==> config.mk <==
export PLATFORM = sky130hd
export DESIGN_NAME = div_seq_core
export DESIGN_NICKNAME = d
export VERILOG_FILES = /design/src/rtl/div_seq_core.sv
export SDC_FILE = /design/constraint.sdc
export NUM_CORES = 1
export LEC_CHECK = 0
export ABC_AREA = 1
export CAP_MARGIN = 20
export CORE_UTILIZATION = 45
export DETAILED_ROUTE_END_ITERATION = 8
export GPL_ROUTABILITY_DRIVEN = 0
export GPL_TIMING_DRIVEN = 0
export PLACE_DENSITY = 0.73
export SYNTH_ARGS = -nofsm -noshare
export SYNTH_HDL_FRONTEND = slang
export SYNTH_SLANG_ARGS = --single-unit
==> constraint.sdc <==
create_clock -name clock -period 6.4 [get_ports clock]
set_input_delay 1.28 -clock clock [delete_from_list [all_inputs] [get_ports clock]]
set_output_delay 1.28 -clock clock [all_outputs]
set_load 0.1 [all_outputs]
==> src/rtl/div_seq_core.sv <==
// Sequential radix-2 restoring divider, one quotient bit per clock.
// Packs {remainder, quotient} into cociente; finalizado is sticky until the next start.
module div_seq_core #(
    parameter int WIDTH = 16
) (
    input  logic               clock,
    input  logic               rst,
    input  logic               comenzar,
    input  logic [WIDTH-1:0]   dividendo,
    input  logic [WIDTH-1:0]   divisor,
    output logic [2*WIDTH-1:0] cociente,
    output logic               finalizado
);

    localparam int CW = $clog2(WIDTH + 1);

    typedef enum logic [1:0] {
        IDLE,
        RUN,
        DONE
    } state_t;

    state_t state, state_nxt;

    logic             comenzar_q;
    logic             start_pulse;
    logic             accept;
    logic             last;
    logic             div0_pend;
    logic [CW-1:0]    cnt;
    logic [WIDTH-1:0] rem;
    logic [WIDTH-1:0] q_sr;
    logic [WIDTH-1:0] div_r;
    logic [WIDTH:0]   trial;
    logic [WIDTH-1:0] rem_nxt;
    logic [WIDTH-1:0] q_nxt;

    assign start_pulse = comenzar & ~comenzar_q;
    assign accept      = start_pulse && (state != RUN);
    assign last        = (state == RUN) && (cnt == CW'(1));

    always_ff @(posedge clock) begin
        if (rst) state <= IDLE;
        else     state <= state_nxt;
    end

    always_comb begin
        state_nxt = state;
        unique case (state)
            IDLE, DONE: begin
                if (accept) state_nxt = (divisor == '0) ? DONE : RUN;
            end
            RUN: begin
                if (last) state_nxt = DONE;
            end
            default: state_nxt = IDLE;
        endcase
    end

    // One restoring step: keep the trial difference only when it did not borrow.
    always_comb begin
        trial   = {rem, q_sr[WIDTH-1]} - {1'b0, div_r};
        rem_nxt = trial[WIDTH] ? {rem[WIDTH-2:0], q_sr[WIDTH-1]} : trial[WIDTH-1:0];
        q_nxt   = {q_sr[WIDTH-2:0], ~trial[WIDTH]};
    end

    always_ff @(posedge clock) begin
        if (rst) begin
            comenzar_q <= 1'b0;
            cociente   <= '0;
            finalizado <= 1'b0;
            div0_pend  <= 1'b0;
            cnt        <= '0;
            rem        <= '0;
            q_sr       <= '0;
            div_r      <= '0;
        end else begin
            comenzar_q <= comenzar;
            if (accept) begin
                finalizado <= 1'b0;
                div_r      <= divisor;
                q_sr       <= dividendo;
                rem        <= '0;
                cnt        <= CW'(WIDTH);
                div0_pend  <= (divisor == '0);
            end else if (state == RUN) begin
                rem <= rem_nxt;
                q_sr <= q_nxt;
                cnt <= cnt - CW'(1);
                if (last) begin
                    cociente   <= {rem_nxt, q_nxt};
                    finalizado <= 1'b1;
                end
            end else if (div0_pend) begin
                // q_sr still holds the untouched dividend on the divide-by-zero path
                cociente   <= {q_sr, {WIDTH{1'b1}}};
                finalizado <= 1'b1;
                div0_pend  <= 1'b0;
            end
        end
    end

endmodule
# ---- Word level (Yosys, flattened, before mapping)
# Cells that the tools add are included.
# W data, S select, Z words.
dict set report totals {
  register_bits 90
  latchBits 0
  mem_bits_rw 0
  mem_bits_ro 0
  memories 0
}
dict set report op_classes {
  addsub 2
  multipliers 0
  n_div 0
  magnitude_cmp 0
  n_eq_ne 7
  n_shift 0
  muxes 17
  bitwise_logic 4
  reduce_logical 11
}
# op n
set op_table {}
lappend op_table {{$mux W32} 3}
lappend op_table {{$mux W16} 3}
lappend op_table {{$sub A17 B16 Y17} 1}
lappend op_table {{$logic_not A16 Y1} 1}
lappend op_table {{$mux W5} 2}
lappend op_table {{$mux W2} 3}
lappend op_table {{$ne A2 B2 Y1 const B} 3}
lappend op_table {{$eq A5 B1 Y1 const B} 1}
lappend op_table {{$mux W1} 5}
lappend op_table {{$sub A5 B1 Y5 const B} 1}
lappend op_table {{$pmux W2 S2} 1}
lappend op_table {{$reduce_and A2 Y1} 2}
lappend op_table {{$reduce_bool A2 Y1} 2}
lappend op_table {{$reduce_or A2 Y1} 2}
lappend op_table {{$not A1 Y1} 3}
lappend op_table {{$reduce_and A3 Y1} 1}
lappend op_table {{$eq A2 B1 Y1 const B} 1}
lappend op_table {{$eq A2 B2 Y1 const B} 1}
lappend op_table {{$logic_and A1 B1 Y1} 2}
lappend op_table {{$logic_not A2 Y1} 1}
lappend op_table {{$ne A2 B1 Y1 const B} 1}
lappend op_table {{$and A1 B1 Y1} 1}

# ---- Depth between registers and ports, before layout
# Gate-level depths: netlist (run 1).
dict set report depth {
  depth_word 5
  ltp_mapped 16
  depth_no_buf 16
}

# ---- Least setup slack after synthesis (run 1)
# No wires, ideal clock.
dict set report synth_timing {
  path_type {input port to flip-flop}
  startpoint {input comenzar}
  endpoint {register cociente[16]}
  arrival_time_ps 2302
  required_ps 6278
  setup_slack_ps 3976
  path_stages 10
  path_cell_list {inv_1 nor2_4 inv_2 nor2_2 inv_2 nand2_2 inv_2 clkbuf_1 o21ai_0 a21oi_1}
}
dict set report synth_between {
  elab_chain_len 4
}
# element line
set synth_lines {}
lappend synth_lines {{start, declared} 8} ;# input logic comenzar,
lappend synth_lines {{$and A1 B1 Y1} 38} ;# assign start_pulse = comenzar & ~comenzar_q;
lappend synth_lines {{$logic_and A1 B1 Y1} 39} ;# assign accept = start_pulse && (state != RUN);
lappend synth_lines {{$not A1 Y1 (no line)} n/a}
lappend synth_lines {{$reduce_and A3 Y1 (no line)} n/a}
lappend synth_lines {{end signal, assigned} 91} ;# cociente <= {rem_nxt, q_nxt};
lappend synth_lines {{end signal, assigned} 96} ;# cociente <= {q_sr, {WIDTH{1'b1}}};
lappend synth_lines {{end, declared} 11} ;# output logic [2*WIDTH-1:0] cociente,
# No other way between the ends.
# A chain may end at the register's enable or synchronous reset.

# ---- Worst setup path in the final report (run 1)
dict set report layout_timing {
  startpoint {register cociente[20]}
  endpoint {output cociente[20]}
}
# No word-level cell between the ends.

==> flow_summary_export.csv, run 1 <==
group,metric,value,unit
cts,cts_resized,0,
logic_synthesis,synth_cell_type_count,37,
logic_synthesis,synth_cells,732,
floorplanning,core-area,10800,um^2
sta,max_freq,315,MHz
grt,first_global_vias,4776,
floorplanning,row_count,38,
route,drc_errors,0,
logic_synthesis,syn_area,4980,um^2
sta,fin_crit,3.17,ns
sta,worstMarginPinSlew,0.985,ns
sta,fin_ws,3.23,ns
worst_setup_path,worstSetupPathType,"flop to output pin",
cts,htreeDepth,3,
pwr,power_density,279,nW/um^2
sta,finalClockSkew,0.0206,ns
grt,grt_util_all_layers,24.3,%
layout,nets,864,
logic_synthesis,ys_seq_area_share,36.2,%
layout,diodes,0,
route,dr_total_vias,4941,
sta,slew_headroom,34.1,%
worst_setup_path,max_stage_delay,1.15,ns
worst_setup_path,worstPathRequired,5.12,ns
worst_setup_path,crit_buf_inv,1,
worst_setup_path,crit_fanout,2,
placed_design,dp_slack,3.00,ns
cts,clockBufferDepth,2,
floorplanning,chipHeight,107,um
grt,grt_max_degree,19,
grt,antenna_found_initial,0,
cts,ctsHoldBuffers,0,
route,antenna_left,0,
logic_synthesis,synth_top_cell_by_area,"dfxtp_1",
worst_setup_path,cpMaxStageDelayCell,"clkdlybuf4s50_1",
placed_design,place_inst,939,
sta,fin_hold_ws,0.478,ns
sta,hold_viol,0,
layout,stdcell_count,955,
floorplanning,io_pins,68,
worst_setup_path,crit_path_cell_trace,"clkdlybuf4s50_1",
worst_setup_path,startpoint_type,"flop",
placed_design,hpwl,10300,um
logic_synthesis,synthTopCellsByArea,"dfxtp_1 (36%), nand2_1 (14%), a21oi_1 (8.9%), inv_1 (7.8%), o21ai_0 (5.4%)",
route,wire_per_inst,13.8,um
grt,grt_overflow_total,0,
logic_synthesis,synth-seq-cells,90,
outcome,outcome,"complete, no violations",
flow_run,drv_cap,0,
route,drtIter0Drc,336,
route,viasPerCell,5.17,
placed_design,numPortBuffers,67,
pwr,max-vdd-ir-drop,165,uV
logic_synthesis,syn_area_per_cell,6.81,um^2
worst_setup_path,cp_data_arrival_time,1.89,ns
route,wirelength,13100,um
logic_synthesis,synth_top_area_share,36.2,%
layout,drive_gt1_share,9.20,%
floorplanning,die_area,11500,um^2
sta,finalMaxSlewViolations,0,
cts,cts_tree,"built",
pwr,finalPower,1690,uW
hold_path,min_path_type,"flop to flop",
worst_setup_path,end_kind,"output pin",
sta,rsz0062_at_grt,"no",
cts,cts_buffers,9,
cts,post_cts_buffers,0,
logic_synthesis,yosysWarnings,0,
layout,final_common_cell,"nand2_1",
layout,mostFrequentLayoutCells,"nand2_1 (190), inv_1 (104), dfxtp_1 (90)",
sta,setup_violations,0,
cts,clkTransAtPathRegs,0.11,ns
grt,grt_pass1_wl,21800,um
sta,post-route-period-util,49.6,%
sta,timing.setup.tns,0,ns
cts,clk_latency,0.37,ns
pwr,p_leak,0.00283,uW
route,first_pass_iters,5,
cts,cts_root_buf,"clkbuf_8",
cts,clock-sinks,90,
layout,area_growth,21.3,%
floorplanning,dieWidth,107,um
floorplanning,initial_utilization,46.2,%
logic_synthesis,syn_nets,786,
worst_setup_path,cpLargestDelayFamily,"buffers and inverters",
[Yosys cell counts (all sizes together)]
master,count
and2,3
dfxtp,90
clkbuf,22
nor4,2
o21ai,66
a31oi,1
nand3b,3
buf,10
o21a,1
nand4,6
a21oi,91
fa,1
nand3,27
inv,112
nor3,20
ha,18
nand2,210
a211oi,1
xnor2,2
xor2,4
or2,1
nor2,41
[registers in the layout, indices dropped and copies added (netlist names)]
register	cells
div_r	16
q_sr	16
state	2
cnt	5
cociente	32
finalizado	1
rem	16
div0_pend	1
comenzar_q	1
[power breakdown]
group	internal, uW	total, uW	switching (uW)
Clock	192	433	241
Combinational	188	615	427
Sequential	606	640	33.9
[path summary, 6_finish.rpt]
| check | from | to | cells after the start | slack [ns] |
|---|---|---|---|---|
| max | cociente[20]$_SDFFE_PP0P_ | cociente[20] | 1 | 3.23 |
| min | cnt[4]$_SDFFE_PP0P_ | cnt[4]$_SDFFE_PP0P_ | 1 | 0.48 |
| min reg2reg | cnt[4]$_SDFFE_PP0P_ | cnt[4]$_SDFFE_PP0P_ | 1 | 0.48 |
| max reg2reg | q_sr[15]$_SDFFE_PP0P_ | cociente[16]$_SDFFE_PP0P_ | 16 | 4.02 |
[cells by family after synthesis]
group	count (synthesis)	synth area share [%]
simple gates	313	29.7
compound gates	160	16.5
buf+inv	144	11.7
flops	90	36.2
fa+ha+maj	19	4.92
xor+xnor	6	1.05
[stage by stage]
step | area (um^2) | utilization (%)
2_1_floorplan | 4980 | -
3_3_place_gp | 5830 | 54.0
3_5_place_dp | 5830 | 54.0
4_1_cts | 6050 | 56.0
5_1_grt | 6050 | 56.0
6_report | 6050 | 56.0
[per-layer routing]
| metal | wire [um] | vias to the layer above | global-route usage [%] |
|---|---|---|---|
| li1 | - | 2484 | - |
| met3 | 676 | 22 | 3.22 |
| met5 | 0 | - | 0 |
| met4 | 325 | 0 | 9.30 |
| met1 | 5910 | 2306 | 31.8 |
| met2 | 6220 | 129 | 40.5 |
[cell type report]
cell class                      count  area [um^2]
Clock inverter                      7         93.8
Clock buffer                        9          124
Timing Repair Buffer               67          671
Fill cell                        1022         4750
Buffer                             32          160
Tap cell                          140          175
Multi-Input combinational cell    498         2600
Inverter                          112          420
Sequential cell                    90         1800
Note: power is estimated with default switching activity, not from simulation.
==> inputs of run 2 (changes only) <==
clock period = 3.3 ns   (was 6.4 ns; I/O delays follow)
==> results of run 2 <==
The final DEF is identical to that of run 1. Status: complete, no violations.
Main changes from that run: setup slack after placement 3.00 ns -> 0.521 ns; setup slack after layout 3.23 ns -> 0.748 ns; register-to-register setup slack 4.02 ns -> 0.92 ns; total power 1690 uW -> 3270 uW; worst IR drop on VDD 165 uV -> 320 uV
